$ cat src/rtl/seg7_pkg.sv
// Segment patterns and bit ordering shared by the 7-segment scan driver and its decoder.
// Bit 0 is segment a through bit 6 segment g; a 1 lights the segment before polarity inversion.
package seg7_pkg;

   typedef logic [6:0] seg_t;

   localparam int SEG_A = 0;
   localparam int SEG_B = 1;
   localparam int SEG_C = 2;
   localparam int SEG_D = 3;
   localparam int SEG_E = 4;
   localparam int SEG_F = 5;
   localparam int SEG_G = 6;

   localparam seg_t SEG_0     = 7'b0111111;
   localparam seg_t SEG_1     = 7'b0000110;
   localparam seg_t SEG_2     = 7'b1011011;
   localparam seg_t SEG_3     = 7'b1001111;
   localparam seg_t SEG_4     = 7'b1100110;
   localparam seg_t SEG_5     = 7'b1101101;
   localparam seg_t SEG_6     = 7'b1111101;
   localparam seg_t SEG_7     = 7'b0000111;
   localparam seg_t SEG_8     = 7'b1111111;
   localparam seg_t SEG_9     = 7'b1101111;
   localparam seg_t SEG_HEX_A = 7'b1110111;
   localparam seg_t SEG_HEX_B = 7'b1111100;
   localparam seg_t SEG_HEX_C = 7'b0111001;
   localparam seg_t SEG_HEX_D = 7'b1011110;
   localparam seg_t SEG_HEX_E = 7'b1111001;
   localparam seg_t SEG_HEX_F = 7'b1110001;
   localparam seg_t SEG_BLANK = 7'b0000000;

endpackage

$ cat src/rtl/seg7_decode.sv
// Combinational BCD to 7-segment decoder with a forced-blank input.
// Define SEG_HEX_EN to show codes 10-15 as A-F; otherwise those codes are dark.
module seg7_decode
   import seg7_pkg::*;
(
   input  logic [3:0] code,
   input  logic       blank,
   output logic [6:0] seg
);

   always_comb begin
      seg = SEG_BLANK;
      case (code)
         4'd0:  seg = SEG_0;
         4'd1:  seg = SEG_1;
         4'd2:  seg = SEG_2;
         4'd3:  seg = SEG_3;
         4'd4:  seg = SEG_4;
         4'd5:  seg = SEG_5;
         4'd6:  seg = SEG_6;
         4'd7:  seg = SEG_7;
         4'd8:  seg = SEG_8;
         4'd9:  seg = SEG_9;
`ifdef SEG_HEX_EN
         4'd10: seg = SEG_HEX_A;
         4'd11: seg = SEG_HEX_B;
         4'd12: seg = SEG_HEX_C;
         4'd13: seg = SEG_HEX_D;
         4'd14: seg = SEG_HEX_E;
         4'd15: seg = SEG_HEX_F;
`else
         default: seg = SEG_BLANK;
`endif
      endcase
      if (blank) seg = SEG_BLANK;
   end

endmodule

$ cat src/rtl/seg7_scan_driver.sv
// Time-multiplexed N-digit 7-segment scanner: per-frame BCD snapshot, leading-zero blanking,
// dead time between digits. SEG_HEX_EN (see seg7_decode) enables A-F glyphs for codes 10-15.
module seg7_scan_driver
   import seg7_pkg::*;
#(
   parameter int NDIGITS    = 4,
   parameter int PRESCALE   = 1024,
   parameter int DEADTIME   = 2,
   parameter bit ACTIVE_LOW = 1'b0
) (
   input  logic                   clk,
   input  logic                   rst,
   input  logic                   en,
   input  logic [4*NDIGITS-1:0]   din,
   input  logic [NDIGITS-1:0]     dp,
   input  logic                   blank_lz,
   output logic [6:0]             seg,
   output logic                   seg_dp,
   output logic [NDIGITS-1:0]     dig,
   output logic                   frame_start
);

   localparam int PW = (PRESCALE > 1) ? $clog2(PRESCALE) : 1;
   localparam int SW = (NDIGITS > 1) ? $clog2(NDIGITS) : 1;

   logic [PW-1:0]        pre_q, pre_d;
   logic [SW-1:0]        slot_q, slot_d;
   logic [4*NDIGITS-1:0] din_sh_q, din_sh_d;
   logic [NDIGITS-1:0]   dp_sh_q, dp_sh_d;
   logic                 blz_sh_q, blz_sh_d;
   logic [6:0]           seg_q, seg_d;
   logic                 seg_dp_q, seg_dp_d;
   logic [NDIGITS-1:0]   dig_q, dig_d;
   logic                 frame_start_q, frame_start_d;

   logic                 snap;
   logic [4*NDIGITS-1:0] din_eff;
   logic [NDIGITS-1:0]   dp_eff;
   logic                 blz_eff;
   logic [NDIGITS-1:0]   lz_mask;
   logic                 zero_run;
   int                   slot_idx;
   logic [3:0]           digit_code;
   logic [6:0]           seg_dec;

   // The snapshot cycle decodes straight from the inputs so slot 0 shows the new frame at once.
   always_comb begin
      snap       = en && (pre_q == '0) && (slot_q == '0);
      din_eff    = snap ? din : din_sh_q;
      dp_eff     = snap ? dp : dp_sh_q;
      blz_eff    = snap ? blank_lz : blz_sh_q;
      slot_idx   = int'(slot_q);
      digit_code = din_eff[4*slot_idx +: 4];
   end

   // A digit is blanked while it and every more significant digit are zero; digit 0 always shows.
   always_comb begin
      lz_mask  = '0;
      zero_run = 1'b1;
      for (int i = NDIGITS - 1; i >= 1; i--) begin
         zero_run   = zero_run && (din_eff[4*i +: 4] == 4'd0);
         lz_mask[i] = blz_eff && zero_run;
      end
   end

   seg7_decode u_decode (
      .code  (digit_code),
      .blank (lz_mask[slot_idx]),
      .seg   (seg_dec)
   );

   always_comb begin
      pre_d         = pre_q;
      slot_d        = slot_q;
      din_sh_d      = din_sh_q;
      dp_sh_d       = dp_sh_q;
      blz_sh_d      = blz_sh_q;
      seg_d         = {7{ACTIVE_LOW}};
      seg_dp_d      = ACTIVE_LOW;
      dig_d         = {NDIGITS{ACTIVE_LOW}};
      frame_start_d = 1'b0;
      if (en) begin
         if (snap) begin
            din_sh_d = din;
            dp_sh_d  = dp;
            blz_sh_d = blank_lz;
         end
         if (int'(pre_q) == PRESCALE - 1) begin
            pre_d  = '0;
            slot_d = (slot_idx == NDIGITS - 1) ? '0 : slot_q + SW'(1);
         end else begin
            pre_d = pre_q + PW'(1);
         end
         seg_d         = seg_dec ^ {7{ACTIVE_LOW}};
         seg_dp_d      = dp_eff[slot_idx] ^ ACTIVE_LOW;
         dig_d         = ((int'(pre_q) >= DEADTIME) ? (NDIGITS'(1) << slot_q) : '0)
                         ^ {NDIGITS{ACTIVE_LOW}};
         frame_start_d = snap;
      end else begin
         pre_d  = '0;
         slot_d = '0;
      end
   end

   always_ff @(posedge clk or posedge rst) begin
      if (rst) begin
         pre_q         <= '0;
         slot_q        <= '0;
         din_sh_q      <= '0;
         dp_sh_q       <= '0;
         blz_sh_q      <= 1'b0;
         seg_q         <= {7{ACTIVE_LOW}};
         seg_dp_q      <= ACTIVE_LOW;
         dig_q         <= {NDIGITS{ACTIVE_LOW}};
         frame_start_q <= 1'b0;
      end else begin
         pre_q         <= pre_d;
         slot_q        <= slot_d;
         din_sh_q      <= din_sh_d;
         dp_sh_q       <= dp_sh_d;
         blz_sh_q      <= blz_sh_d;
         seg_q         <= seg_d;
         seg_dp_q      <= seg_dp_d;
         dig_q         <= dig_d;
         frame_start_q <= frame_start_d;
      end
   end

   assign seg         = seg_q;
   assign seg_dp      = seg_dp_q;
   assign dig         = dig_q;
   assign frame_start = frame_start_q;

endmodule
$ cat config.mk
export PLATFORM = sky130hd
export DESIGN_NAME = seg7_scan_driver
export DESIGN_NICKNAME = d
export VERILOG_FILES = /design/src/rtl/seg7_pkg.sv /design/src/rtl/seg7_decode.sv /design/src/rtl/seg7_scan_driver.sv
export SDC_FILE = /design/constraint.sdc
export NUM_CORES = 1
export LEC_CHECK = 0
export BUFFER_PORTS_ARGS = -buffer_cell sky130_fd_sc_hd__buf_2
export CAP_MARGIN = 20
export CELL_PAD_IN_SITES_DETAIL_PLACEMENT = 0
export CELL_PAD_IN_SITES_GLOBAL_PLACEMENT = 2
export CORE_MARGIN = 2
export CORE_UTILIZATION = 32
export CTS_CLUSTER_SIZE = 8
export DETAILED_ROUTE_END_ITERATION = 6
export GPL_ROUTABILITY_DRIVEN = 0
export PLACE_DENSITY = 0.79
export SLEW_MARGIN = 20
export SYNTH_ARGS = -nofsm -noshare
export SYNTH_HDL_FRONTEND = slang
export SYNTH_SLANG_ARGS = --single-unit
$ cat constraint.sdc
create_clock -name clk -period 3.4 [get_ports clk]
set_input_delay 0 -clock clk [delete_from_list [all_inputs] [get_ports clk]]
set_output_delay 0 -clock clk [all_outputs]
set_load 0.005 [all_outputs]
Word level (Yosys, flattened, before mapping):

Memories as Yosys holds them, arrays and structs flattened.
Cells that the tools add are included.

* bits of input ports: 24
* bits in read-only memories: 112
* logic and storage cells: 49
* memories: 1
* register bits after elaboration: 46

* order comparisons: 2
* eq/ne operators: 3
* multiplexer cells: 18
* add/subtract/negate cells: 2
* shift operators: 2
* reduce and logical (&&, ||, !) cells: 12

Memories
* (no name shown): depth 16, bits a word 7, rd ports 1, clocked after memory_dff 0, write ports 0, line seg7_decode.sv:13 `case (code)`

Operators by type and width (count)
* $mux W10: 2
* $mux W16: 1
* $shiftx A16 B5 Y4: 1
* $mux W7: 2
* $logic_not A4 Y1: 3
* $mux W4: 3
* $add A10 B1 Y10 const B: 1
* $eq A10 B1 Y1 const B: 1
* $ge A10 B2 Y1 const B: 1
* $logic_not A10 Y1: 1
* $logic_and A1 B1 Y1: 7
* $mux W2: 3
* $mux W1: 5
* $bmux W1 S2: 2
* $shl A1 B2 Y4 const A: 1
* $lt A2 B3 Y1 const B: 1
* $add A2 B1 Y2 const B: 1
* $eq A2 B1 Y1 const B: 1
* $logic_not A2 Y1: 1
* $ne A2 B1 Y1 const B: 1

Longest topological paths before layout:

* depth in word-level cells: 12
* depth in mapped cells: 16
* mapped depth without buffers: 13

Hierarchy:

A second synthesis with hierarchy kept.

* cell total of the unflattened synthesis: 277
* area total of the unflattened synthesis: 2628.8 µm²

Modules (own cells, without submodules)
* seg7_scan_driver: area each 2398.6 µm², instances 1, cells each 246, seq. area each 1151.1 µm²
* seg7_decode: area each 230.2 µm², instances 1, cells each 31, seq. area each 0.0 µm²

Worst setup path after synthesis:

OpenSTA, ideal clock, no wires.

* kind: register to register
* from: register slot_q[1]
* to: register seg_q[4], in the netlist seg[4]
* cell stages (with the launch flop): 17
* clock period less this slack: 3166 ps
* slack: 234 ps
* setup time: 133 ps
* arrival time: 3034 ps
* data required time: 3267 ps
* cells stage by stage: dfrtp_1 clkbuf_1 clkinv_1 ha_1 and3_1 nand3_4 clkinv_2 buf_6 buf_4 mux2i_1 a22o_1 a21oi_1 inv_1 ha_1 nor3b_1 a211o_1 a21oi_1

* word-level cells in the longest chain between the ends: 11
* elaborated cells between the ends (all ways): 18

Ends and longest elaborated chain
* from (decl): line seg7_scan_driver.sv:27 `logic [SW-1:0] slot_q, slot_d;`
* from (signal assigned): line seg7_scan_driver.sv:118 `slot_q <= slot_d;`
* parallel branches: the longest is 9 deep, another holds $mem_v2 Z16 W7
* $mux W7 (*): line seg7_decode.sv:35 `if (blank) seg = SEG_BLANK;`
* $mux W7 (*): line seg7_scan_driver.sv:82 `if (en) begin`
* via seg_d[4]: line seg7_scan_driver.sv:31 `logic [6:0] seg_q, seg_d;`
* to (signal assigned): line seg7_scan_driver.sv:112 `seg_q <= {7{ACTIVE_LOW}};`
* to (signal assigned): line seg7_scan_driver.sv:122 `seg_q <= seg_d;`
* to (decl): line seg7_scan_driver.sv:31

Mark *: on every way through the listed nets, which the timed path passes. The select of a mux whose other input is x is not followed.
A chain may end at the register's enable or synchronous reset.

Final worst setup path:

* from: register slot_q[0]
* to: register seg_q[4], in the netlist seg[4]

The elaborated chain is that of the path after synthesis.

==> load_flow_metrics.sql <==
INSERT INTO impl_metrics (metric_group, metric, value, unit) VALUES
('yosys', 'post_synth_main_area_contributors', 'sky130_fd_sc_hd__dfrtp_1 47%, sky130_fd_sc_hd__nand2_1 8.7%, sky130_fd_sc_hd__ha_1 6.1%, sky130_fd_sc_hd__mux2i_1 5.7%, sky130_fd_sc_hd__nor2_1 2.7%', ''),
('route', 'vias_per_cell', '4.621', ''),
('clock_tree', 'clock_path_buffers', '2', ''),
('yosys', 'synth_area_leader_cell', 'sky130_fd_sc_hd__dfrtp_1', ''),
('global_route', 'antenna_found_initial', '0', ''),
('route', 'via_count', '1936', ''),
('floorplanning', 'die_height', '91.83', 'um'),
('yosys', 'synth_seq_cells', '46', ''),
('route', 'drt-initial-drc-count', '89', ''),
('worst_setup_path', 'reg2reg_from', 'slot_q[0]', ''),
('yosys', 'synth_seq_area_share', '0.4663', ''),
('place', 'hpwl', '3938', 'um'),
('route', 'drc_errors', '0', ''),
('clock_tree', 'hold_buffers', '22', ''),
('clock_tree', 'cts_num_sinks', '46', ''),
('min_path', 'timing.hold.worst.class', 'input port to register', ''),
('yosys', 'avgSynthCellArea', '9.606', 'um^2'),
('yosys', 'synthArstFlopShare', '1.000', ''),
('final_layout', 'final_net_count', '352', ''),
('yosys', 'synth_edf_count', '0', ''),
('clock_tree', 'clk_pin_slew_worst_paths', '0.09', 'ns'),
('final_layout', 'multiInputGateArea', '1194', 'um^2'),
('clock_tree', 'htree_num_levels', '2', ''),
('worst_setup_path', 'worstRegToRegCells', '13', ''),
('timing', 'highest_attainable_clock_frequency', '0.3307', 'GHz'),
('clock_tree', 'cell_at_the_root_of_the_clock_tree', 'sky130_fd_sc_hd__clkbuf_8', ''),
('global_route', 'grt.overflow.total', '0', ''),
('run', 'max_cap_viol_count', '0', ''),
('floorplanning', 'effective_utilization_at_floorplan', '0.3245', ''),
('final_layout', 'layout.filler_cells', '772', ''),
('floorplanning', 'rows', '32', ''),
('yosys', 'netlist.area_leader.share', '0.4663', ''),
('timing', 'finalHoldViolCount', '0', ''),
('global_route', 'total_routing_usage_reported_by_global_routing', '0.1419', ''),
('worst_setup_path', 'timing.setup.critical_path_class', 'register to register', ''),
('timing', 'timing.final.setup_violations', '0', ''),
('pwr', 'vdd_drop_max', '0.1545', 'mV'),
('timing', 'final_max_slew_viol_count', '0', ''),
('timing', 'rsz0062_at_grt', 'false', ''),
('min_path', 'holdCritStartpoint', 'en', ''),
('global_route', 'grt_pass1_vias', '1946', ''),
('worst_setup_path', 'worstPathArrival', '3.19', 'ns'),
('clock_tree', 'post_cts.repair.setup_buffers', '0', ''),
('worst_setup_path', 'rrSetupSlack', '0.38', 'ns'),
('timing', 'timing.slew.headroom', '0.4716', ''),
('route', 'postRouteWirelength', '5555', 'um'),
('final_layout', 'ff_latch_area', '1151', 'um^2'),
('yosys', 'mappedNetlistNets', '293', ''),
('yosys', 'synth_ff_type', 'sky130_fd_sc_hd__dfrtp_1', ''),
('global_route', 'grt_max_degree', '47', ''),
('final_layout', 'layout-area-overhead-vs-synth', '24.89', '%'),
('pwr', 'leakage', '1.520', 'nW'),
('worst_setup_path', 'cp-start-kind', 'register', ''),
('floorplanning', 'core_region_area', '7607', 'um^2'),
('clock_tree', 'number_of_cts_inserted_buffers', '5', ''),
('worst_setup_path', 'capturing_point_of_the_worst_reg2reg_path', 'seg[4]', ''),
('final_layout', 'drive_gt1_frac', '0.1956', ''),
('place', 'portBuffers', '36', ''),
('route', 'detail_route.first_pass.iterations', '4', ''),
('yosys', 'synth_area', '2469', 'um^2'),
('yosys', 'yosys_warnings', '0', ''),
('worst_setup_path', 'cp_max_fo', '24', ''),
('route', 'antenna_left', '0', ''),
('timing', 'fin_crit_sh', '0.8893', ''),
('final_layout', 'post-route-util', '0.4053', ''),
('yosys', 'most_frequent_cell_after_synthesis', 'sky130_fd_sc_hd__nand2_1', ''),
('run_status', 'outcome', 'finished clean', ''),
('clock_tree', 'insertion_delay', '0.30', 'ns'),
('timing', 'worst-slew-pin-transition', '0.7917', 'ns'),
('pwr', 'power.density_cell_area', '454.3', 'nW/um^2'),
('place', 'post-place-cells', '389', '');
[through the flow]
step / instance area, um^2 / setup slack (ns) / hold slack [ns]
floorplan: 2469 / 0.2336 / 0.1054
global placement: 2751 / 0.5093 / 0.2160
detailed placement: 2751 / 0.4275 / 0.2213
CTS: 3082 / 0.3922 / 0.1399
global route: 3083 / 0.1668 / 0.1797
finish: 3083 / 0.3765 / 0.1220
[flip-flops by register name (all words and copies together) (netlist names), 2 cells and up]
name,count
dig,4
dp_sh_q,4
slot_q,2
seg,7
din_sh_q,16
pre_q,10
[critical path, cell delays in order, from the launching register on]
cell and delay (ns):
sky130_fd_sc_hd__dfrtp_1 0.38, sky130_fd_sc_hd__inv_1 0.18, sky130_fd_sc_hd__ha_1 0.21, sky130_fd_sc_hd__and3_1 0.27
sky130_fd_sc_hd__nand3_4 0.10, sky130_fd_sc_hd__buf_4 0.25, sky130_fd_sc_hd__mux2i_1 0.17, sky130_fd_sc_hd__a22o_1 0.25
sky130_fd_sc_hd__a21oi_1 0.28, sky130_fd_sc_hd__inv_1 0.14, sky130_fd_sc_hd__ha_1 0.25, sky130_fd_sc_hd__nor3b_1 0.22
sky130_fd_sc_hd__a211o_1 0.13, sky130_fd_sc_hd__a21oi_1 0.06
[report_power, final]
group	internal, mW	switching (mW)
sequential	0.630	0.0479
combinational	0.151	0.181
clock	0.205	0.186
[worst max path at each step]
stage / startpoint / endpoint / slack, ns / cells after the start
2_1_floorplan: slot_q[1] / seg[4] / 0.23 / 16
5_1_grt: slot_q[0] / seg[4] / 0.17 / 13
4_1_cts: slot_q[0] / seg[4] / 0.39 / 13
3_3_place_gp: pre_q[0] / seg[4] / 0.51 / 13
6_report: slot_q[0] / seg[4] / 0.38 / 13
3_5_place_dp: slot_q[0] / seg[4] / 0.43 / 13
[layout make-up]
| cell class | instances | share of cell area |
|---|---|---|
| sequential | 46 | 0.3734 |
| tap | 102 | 0.04140 |
| multi-input combinational | 184 | 0.3872 |
| clock buffer | 8 | 0.03571 |
| inverter | 16 | 0.02029 |
| timing repair buffer | 63 | 0.1420 |
[kinds of logic after synthesis]
logic type	synth area share
adders and majority gates	0.06082
xor gates and xnor gates	0.02838
DFF	0.4663
muxes	0.07602
AOI/OAI and AO/OA	0.09428
and+or+nand+nor	0.2240
buffers and inverters	0.05017
[cells in the final DEF, fill, tap and decap left out, drive strengths merged]
master       count
a31oi            9
and3             5
mux2i           15
o21bai           1
a32o             1
o211a            1
buf             41
a311oi           1
o22ai            1
a22oi            1
dlygate4sd3     22
o221ai           1
o211ai           2
o41ai            2
a211o            2
or3              2
a21oi            8
nand3            9
clkinv           3
ha              12
nand2           57
a22o             1
and2             5
or2              2
o22a             1
mux2             3
o21ai            2
clkbuf           8
dfrtp           46
inv             13
nand4            3
nor3b            1
xnor2            1
nor2b            1
nor2            18
nor4             6
xor2             7
nand2b           3
[layer usage]
| metal | routed length (um) | share of wire | GRT usage | up-vias |
|---|---|---|---|---|
| met3 | 192 | 0.035 | 0.02547 | 6 |
| met4 | 80 | 0.014 | 0.04104 | 0 |
| li1 | - | - | - | 990 |
| met1 | 2757 | 0.50 | 0.1954 | 903 |
| met5 | 0 | 0 | 0 | - |
| met2 | 2525 | 0.45 | 0.2292 | 37 |
(Power assumes the default switching activity.)
